===== config.mk =====
export PLATFORM = sky130hd
export DESIGN_NAME = sram_port_arbiter
export DESIGN_NICKNAME = d
export VERILOG_FILES = /design/src/rtl/sram_port_arbiter.sv
export SDC_FILE = /design/constraint.sdc
export NUM_CORES = 1
export LEC_CHECK = 0
export CAP_MARGIN = 10
export CELL_PAD_IN_SITES_DETAIL_PLACEMENT = 1
export CELL_PAD_IN_SITES_GLOBAL_PLACEMENT = 1
export CORE_MARGIN = 1
export CORE_UTILIZATION = 32
export CTS_CLUSTER_DIAMETER = 150
export DETAILED_ROUTE_END_ITERATION = 8
export GPL_TIMING_DRIVEN = 0
export PLACE_DENSITY = 0.85
export REMOVE_ABC_BUFFERS = 1
export SLEW_MARGIN = 20
export SYNTH_ARGS = -nofsm -noshare
export SYNTH_HDL_FRONTEND = slang
export SYNTH_SLANG_ARGS = --single-unit
export TNS_END_PERCENT = 100

===== constraint.sdc =====
create_clock -name clk -period 6.15 [get_ports clk]
set_input_delay 0.615 -clock clk [delete_from_list [all_inputs] [get_ports clk]]
set_output_delay 0.615 -clock clk [all_outputs]
set_load 0.03 [all_outputs]

===== src/rtl/sram_port_arbiter.sv =====
// Arbitrates instruction-fetch and data ports onto one asynchronous single-port SRAM,
// sequencing registered strobes over WAIT_CYCLES and latching read results.
module sram_port_arbiter #(
    parameter int unsigned WAIT_CYCLES = 2,
    parameter int unsigned ADDR_W      = 20
) (
    input  logic              clk,
    input  logic              rst,
    input  logic              iread_ce,
    input  logic [31:0]       iram_addr,
    output logic [31:0]       ram_inst,
    output logic              irom_fin,
    input  logic              dread_ce,
    input  logic              dwrite_ce,
    input  logic [31:0]       dram_read_addr,
    input  logic [31:0]       dram_write_addr,
    input  logic [31:0]       wdata,
    input  logic [3:0]        wbe,
    output logic [31:0]       ram_rdata,
    output logic              stall_mem,
    output logic [ADDR_W-1:0] sram_addr,
    output logic [31:0]       sram_dq_o,
    output logic              sram_dq_oe,
    input  logic [31:0]       sram_dq_i,
    output logic              sram_ce_n,
    output logic              sram_oe_n,
    output logic              sram_we_n,
    output logic [3:0]        sram_be_n
);

    typedef enum logic [2:0] {StIdle, StIRd, StDRd, StDWr, StDWrec, StDone} state_e;
    typedef enum logic {GrInst, GrData} grant_e;

    localparam logic [3:0] CntLast = 4'(WAIT_CYCLES - 1);

    state_e            state_q, state_d;
    grant_e            grant_q, grant_d, last_grant_q, last_grant_d;
    logic [3:0]        cnt_q, cnt_d;
    logic [ADDR_W-1:0] addr_q, addr_d;
    logic [31:0]       dq_o_q, dq_o_d;
    logic [3:0]        wbe_q, wbe_d;
    logic [31:0]       ram_inst_q, ram_inst_d, ram_rdata_q, ram_rdata_d;
    logic              ce_n_q, ce_n_d, oe_n_q, oe_n_d, we_n_q, we_n_d, dq_oe_q, dq_oe_d;
    logic [3:0]        be_n_q, be_n_d;
    logic              d_req, pick_data, d_fin;
    logic              unused_addr_bits;

    assign unused_addr_bits = ^{iram_addr, dram_read_addr, dram_write_addr};

    assign d_req     = dread_ce | dwrite_ce;
    // On a tie the port that was not served last wins.
    assign pick_data = d_req & (~iread_ce | (last_grant_q == GrInst));

    always_comb begin
        state_d      = state_q;
        cnt_d        = cnt_q;
        grant_d      = grant_q;
        last_grant_d = last_grant_q;
        addr_d       = addr_q;
        dq_o_d       = dq_o_q;
        wbe_d        = wbe_q;
        ram_inst_d   = ram_inst_q;
        ram_rdata_d  = ram_rdata_q;

        unique case (state_q)
            StIdle: begin
                cnt_d = '0;
                if (pick_data) begin
                    grant_d = GrData;
                    if (dwrite_ce) begin
                        state_d = StDWr;
                        addr_d  = dram_write_addr[ADDR_W+1:2];
                        dq_o_d  = wdata;
                        wbe_d   = wbe;
                    end else begin
                        state_d = StDRd;
                        addr_d  = dram_read_addr[ADDR_W+1:2];
                    end
                end else if (iread_ce) begin
                    grant_d = GrInst;
                    state_d = StIRd;
                    addr_d  = iram_addr[ADDR_W+1:2];
                end
            end
            StIRd, StDRd: begin
                if (cnt_q == CntLast) begin
                    cnt_d        = '0;
                    state_d      = StDone;
                    last_grant_d = grant_q;
                    if (state_q == StIRd) begin
                        ram_inst_d = sram_dq_i;
                    end else begin
                        ram_rdata_d = sram_dq_i;
                    end
                end else begin
                    cnt_d = cnt_q + 4'd1;
                end
            end
            StDWr: begin
                if (cnt_q == CntLast) begin
                    cnt_d   = '0;
                    state_d = StDWrec;
                end else begin
                    cnt_d = cnt_q + 4'd1;
                end
            end
            StDWrec: begin
                state_d      = StDone;
                last_grant_d = grant_q;
            end
            StDone: state_d = StIdle;
            default: state_d = StIdle;
        endcase

        // Pin values follow the next state so the strobes leave flops directly.
        ce_n_d  = ~(state_d inside {StIRd, StDRd, StDWr, StDWrec});
        oe_n_d  = ~(state_d inside {StIRd, StDRd});
        we_n_d  = (state_d != StDWr);
        dq_oe_d = state_d inside {StDWr, StDWrec};
        if (state_d inside {StIRd, StDRd}) begin
            be_n_d = 4'b0000;
        end else if (state_d inside {StDWr, StDWrec}) begin
            be_n_d = ~wbe_d;
        end else begin
            be_n_d = 4'b1111;
        end
    end

    always_ff @(posedge clk or posedge rst) begin
        if (rst) begin
            state_q      <= StIdle;
            cnt_q        <= '0;
            grant_q      <= GrInst;
            last_grant_q <= GrInst;
            addr_q       <= '0;
            dq_o_q       <= '0;
            wbe_q        <= '0;
            ram_inst_q   <= '0;
            ram_rdata_q  <= '0;
            ce_n_q       <= 1'b1;
            oe_n_q       <= 1'b1;
            we_n_q       <= 1'b1;
            dq_oe_q      <= 1'b0;
            be_n_q       <= 4'b1111;
        end else begin
            state_q      <= state_d;
            cnt_q        <= cnt_d;
            grant_q      <= grant_d;
            last_grant_q <= last_grant_d;
            addr_q       <= addr_d;
            dq_o_q       <= dq_o_d;
            wbe_q        <= wbe_d;
            ram_inst_q   <= ram_inst_d;
            ram_rdata_q  <= ram_rdata_d;
            ce_n_q       <= ce_n_d;
            oe_n_q       <= oe_n_d;
            we_n_q       <= we_n_d;
            dq_oe_q      <= dq_oe_d;
            be_n_q       <= be_n_d;
        end
    end

    // A requester that withdrew mid-access gets no completion pulse.
    assign irom_fin  = (state_q == StDone) & (grant_q == GrInst) & iread_ce;
    assign d_fin     = (state_q == StDone) & (grant_q == GrData) & d_req;
    assign stall_mem = d_req & ~d_fin;

    assign ram_inst   = ram_inst_q;
    assign ram_rdata  = ram_rdata_q;
    assign sram_addr  = addr_q;
    assign sram_dq_o  = dq_o_q;
    assign sram_dq_oe = dq_oe_q;
    assign sram_ce_n  = ce_n_q;
    assign sram_oe_n  = oe_n_q;
    assign sram_we_n  = we_n_q;
    assign sram_be_n  = be_n_q;

endmodule

==> results.md <==
- CTS Buf Count: 17
- Status: complete, no violations
- CP dominant cell by count: clkdlybuf4s50_1
- Total number of yosys warnings: 0
- Wire per inst: 18.1 um
- Switching pwr: 2.12 mW
- Register bit count reported by yosys: 137
- Comb pwr share: 50.3%
- Pre-CTS setup slack: 3250 ps
- Cells after Synth: 436
- CP Data Required Time: 5530 ps
- Total gr overflow: 0
- Routed WL: 16.9 mm
- First-pass GRT wire length: 26.6 mm
- WL met3: 1.19 mm
- Final setup margin: 3250 ps
- Initial antenna violation count: 0
- DR WL met2: 8.98 mm
- Worst-path maximum fanout: 7
- FFs w/ async S/R, synth: 100%
- Post-synthesis compound-gate area fraction: 6.86%
- Hold Vio Cnt, Final: 0
- Fin util: 53.1%
- Site Rows: 48
- Hold Buf Count CTS: 0
- Vias/cell: 4.79
- RSZ-0062 raised after global routing: no
- Clock slew at reported path FFs: 60 ps
- Mean post-synth cell area: 13.0 um2
- Die width: 135 um
- DR pass1 iterations: 4
- Die area: 18300 um2
- Sequential-to-total area share from yosys stat: 60.4%
- Die Ht: 135 um
- Drc violations: 0
- Final nets: 866
- Xor-xnor portion of the synthesized cell area: 0.154%
- Largest net degree at the start of global routing: 88
- Initial Util: 32.8%
- Skew-Pair Late Insertion Delay: 410 ps
- Synth area leader: dfrtp_1
- Static leakage: 3.93 nW
- Worst Tran Pin Value: 887 ps
- Routed Antenna Nets: 0
- Sw frac: 39.4%
- Buf/Inv on CP: 2
- CP Launch Type: input port
- Worst IR drop on VDD: 294 uV
- Setup_tns: 0 ps
- Ant diodes: 0
- PwrDens: 584 nW/um2
- Initial drt markers: 95
- Number of global-route vias before repair: 4930
- Delay-heaviest family, CP: buffers and inverters
- CP cell instances: clkdlybuf4s50_1 > nand2_1 > nor3_1 > clkdlybuf4s50_1
- Max Clk Rate: 345 MHz
- Synth Flop Type: dfrtp_1
- Final min period: 2900 ps
- H-Tree Depth: 4
- Clock Power Share: 19.5%
- Clk_skew: 6.81 ps
- Final HPWL DP: 13.0 mm
- Core area: 17400 um2
- Routability cong.: 0.749
- Critical Path Slowest Stage Cell: clkdlybuf4s50_1
- Number of synthesized flops with an enable pin: 0
- Number of I/O port buffers: 258
- Reg power frac: 30.2%
- Simple-gate share of the synthesized area: 6.33%
- Post-CTS Setup Inserts: 0
- Post-cts sizing count: 0
- Slew Viols, Final: 0
- Mapped cell area: 5690 um2
- CTS tree: built
- Relative slew slack: 40.0%
- Highest Signal Layer: met4
- Mux contribution to synthesized area: 23.4%
- Main combinational cell family by area after synthesis: multiplexers
- # IOs: 295
- CTS sink cnt: 137
- Setup CP Type: in -> out
- Adder-cell share of the synthesized area: 0%
- Fin crit share: 47.2%
- Commonest cells after routing, fill and taps aside: clkdlybuf4s50_1, dfrtp_1, mux2_2
- Setup crit end kind: output pin
- Fin Hold WS: 478 ps
- Post-synth top area share: 57.2%
- Commonest non-fill, non-tap cell in the layout: clkdlybuf4s50_1
- Area grow syn2layout: 62.1%
- Global Route Usage Sum: 19.1%
- Hold Crit Class: reg -> reg
- Worst EP arrival: 2290 ps
- Final setup fails: 0
- Max-Cap Viols: 0
- Clk root buf: clkbuf_16
- Routed via count: 4470
- Crit-path max cell delay: 740 ps
- CTS Buffer Depth: 2
- DRT met1 WL: 6.28 mm
- Fraction of layout cells with a size suffix above 1: 20.6%
- Post-synth cell types: 37
- Internal power contribution: 3.27 mW
- Synth area leaders: dfrtp_1, mux2_2, o21ai_0
-- routing by layer --
| layer | vias up | track usage [%] |
|---|---|---|
| met5 | - | 0 |
| met4 | 0 | 7.55 |
| met3 | 30 | 5.35 |
| met2 | 187 | 35.3 |
| met1 | 2202 | 20.4 |
| li1 | 2051 | - |
-- power by group through the flow --
stage	Clock (mW)	Combinational (mW)	Sequential, mW
2_1_floorplan	0	0.692	2.42
4_1_cts	1.08	2.75	1.64
5_1_grt	1.11	2.86	1.69
6_report	1.05	2.71	1.63
3_3_place_gp	0	2.59	1.60
3_5_place_dp	0	2.73	1.65
-- Yosys cell counts (all sizes together) (2+ instances only) --
library cell / count
buf: 12
clkbuf: 13
nor4b: 2
a2bb2oi: 6
o21ai: 49
mux2i: 24
inv: 7
mux2: 97
o31ai: 2
nand3: 3
a22oi: 2
a21oi: 4
nand2: 51
nand2b: 3
nor3: 5
dfrtp: 130
dfstp: 7
nor2: 5
nor2b: 2
-- stage by stage --
stage / instance area, um2 / cells / power [mW]
floorplan: 5560 / 411 / 3.11
global placement: 8420 / 894 / 4.19
detailed placement: 8620 / 903 / 4.37
CTS: 9220 / 933 / 5.46
global route: 9220 / 933 / 5.67
finish: 9220 / 933 / 5.39
-- logic make-up (layout without fill, tap and decap cells) --
family,Yosys count,after routing
mux,121,121
buf+inv,32,304
flops,137,137
xor+xnor,1,1
simple gates,77,77
compound gates,68,68
-- flip-flops by register name, summed over array words and instances, names as in the netlist --
register,flops
sram_we_n,1
grant_q,1
sram_ce_n,1
wbe_q,4
ram_rdata,32
cnt_q,4
sram_dq_oe,1
state_q,3
sram_oe_n,1
last_grant_q,1
sram_addr,20
ram_inst,32
sram_dq_o,32
sram_be_n,4
-- tightest hold or removal path, delay by kind of cell, from the launching register on --
family	cells	cell delay, ps
flip-flops	1	340
AND/OR/NAND/NOR	1	50
AO/OA/AOI/OAI	1	60
-- layout make-up --
class | count | area, um2
sequential | 137 | 3440
timing repair buffer | 267 | 2730
multi-input combinational | 267 | 2130
clock inverter | 12 | 176
tap | 225 | 282
clock buffer | 18 | 429
inverter | 7 | 33.8
fill | 1754 | 8130
-- path summary, 6_finish.rpt --
check / from / endpoint / slack (ps) / cells past startpoint
setup / recovery: iread_ce / irom_fin / 3250 / 4
hold / removal: sram_addr[14]$_DFFE_PP0P_ / sram_addr[14]$_DFFE_PP0P_ / 480 / 2
setup reg to reg: cnt_q[1]$_DFFE_PP0P_ / ram_rdata[2]$_DFFE_PP0P_ / 3380 / 5
hold reg to reg: sram_addr[14]$_DFFE_PP0P_ / sram_addr[14]$_DFFE_PP0P_ / 480 / 2
max in group asynchronous: rst / sram_ce_n$_DFF_PP1_ / 4770 / 3
min in group asynchronous: rst / ram_inst[24]$_DFFE_PP0P_ / 630 / 2
Note: power is estimated with default switching activity, not from simulation.
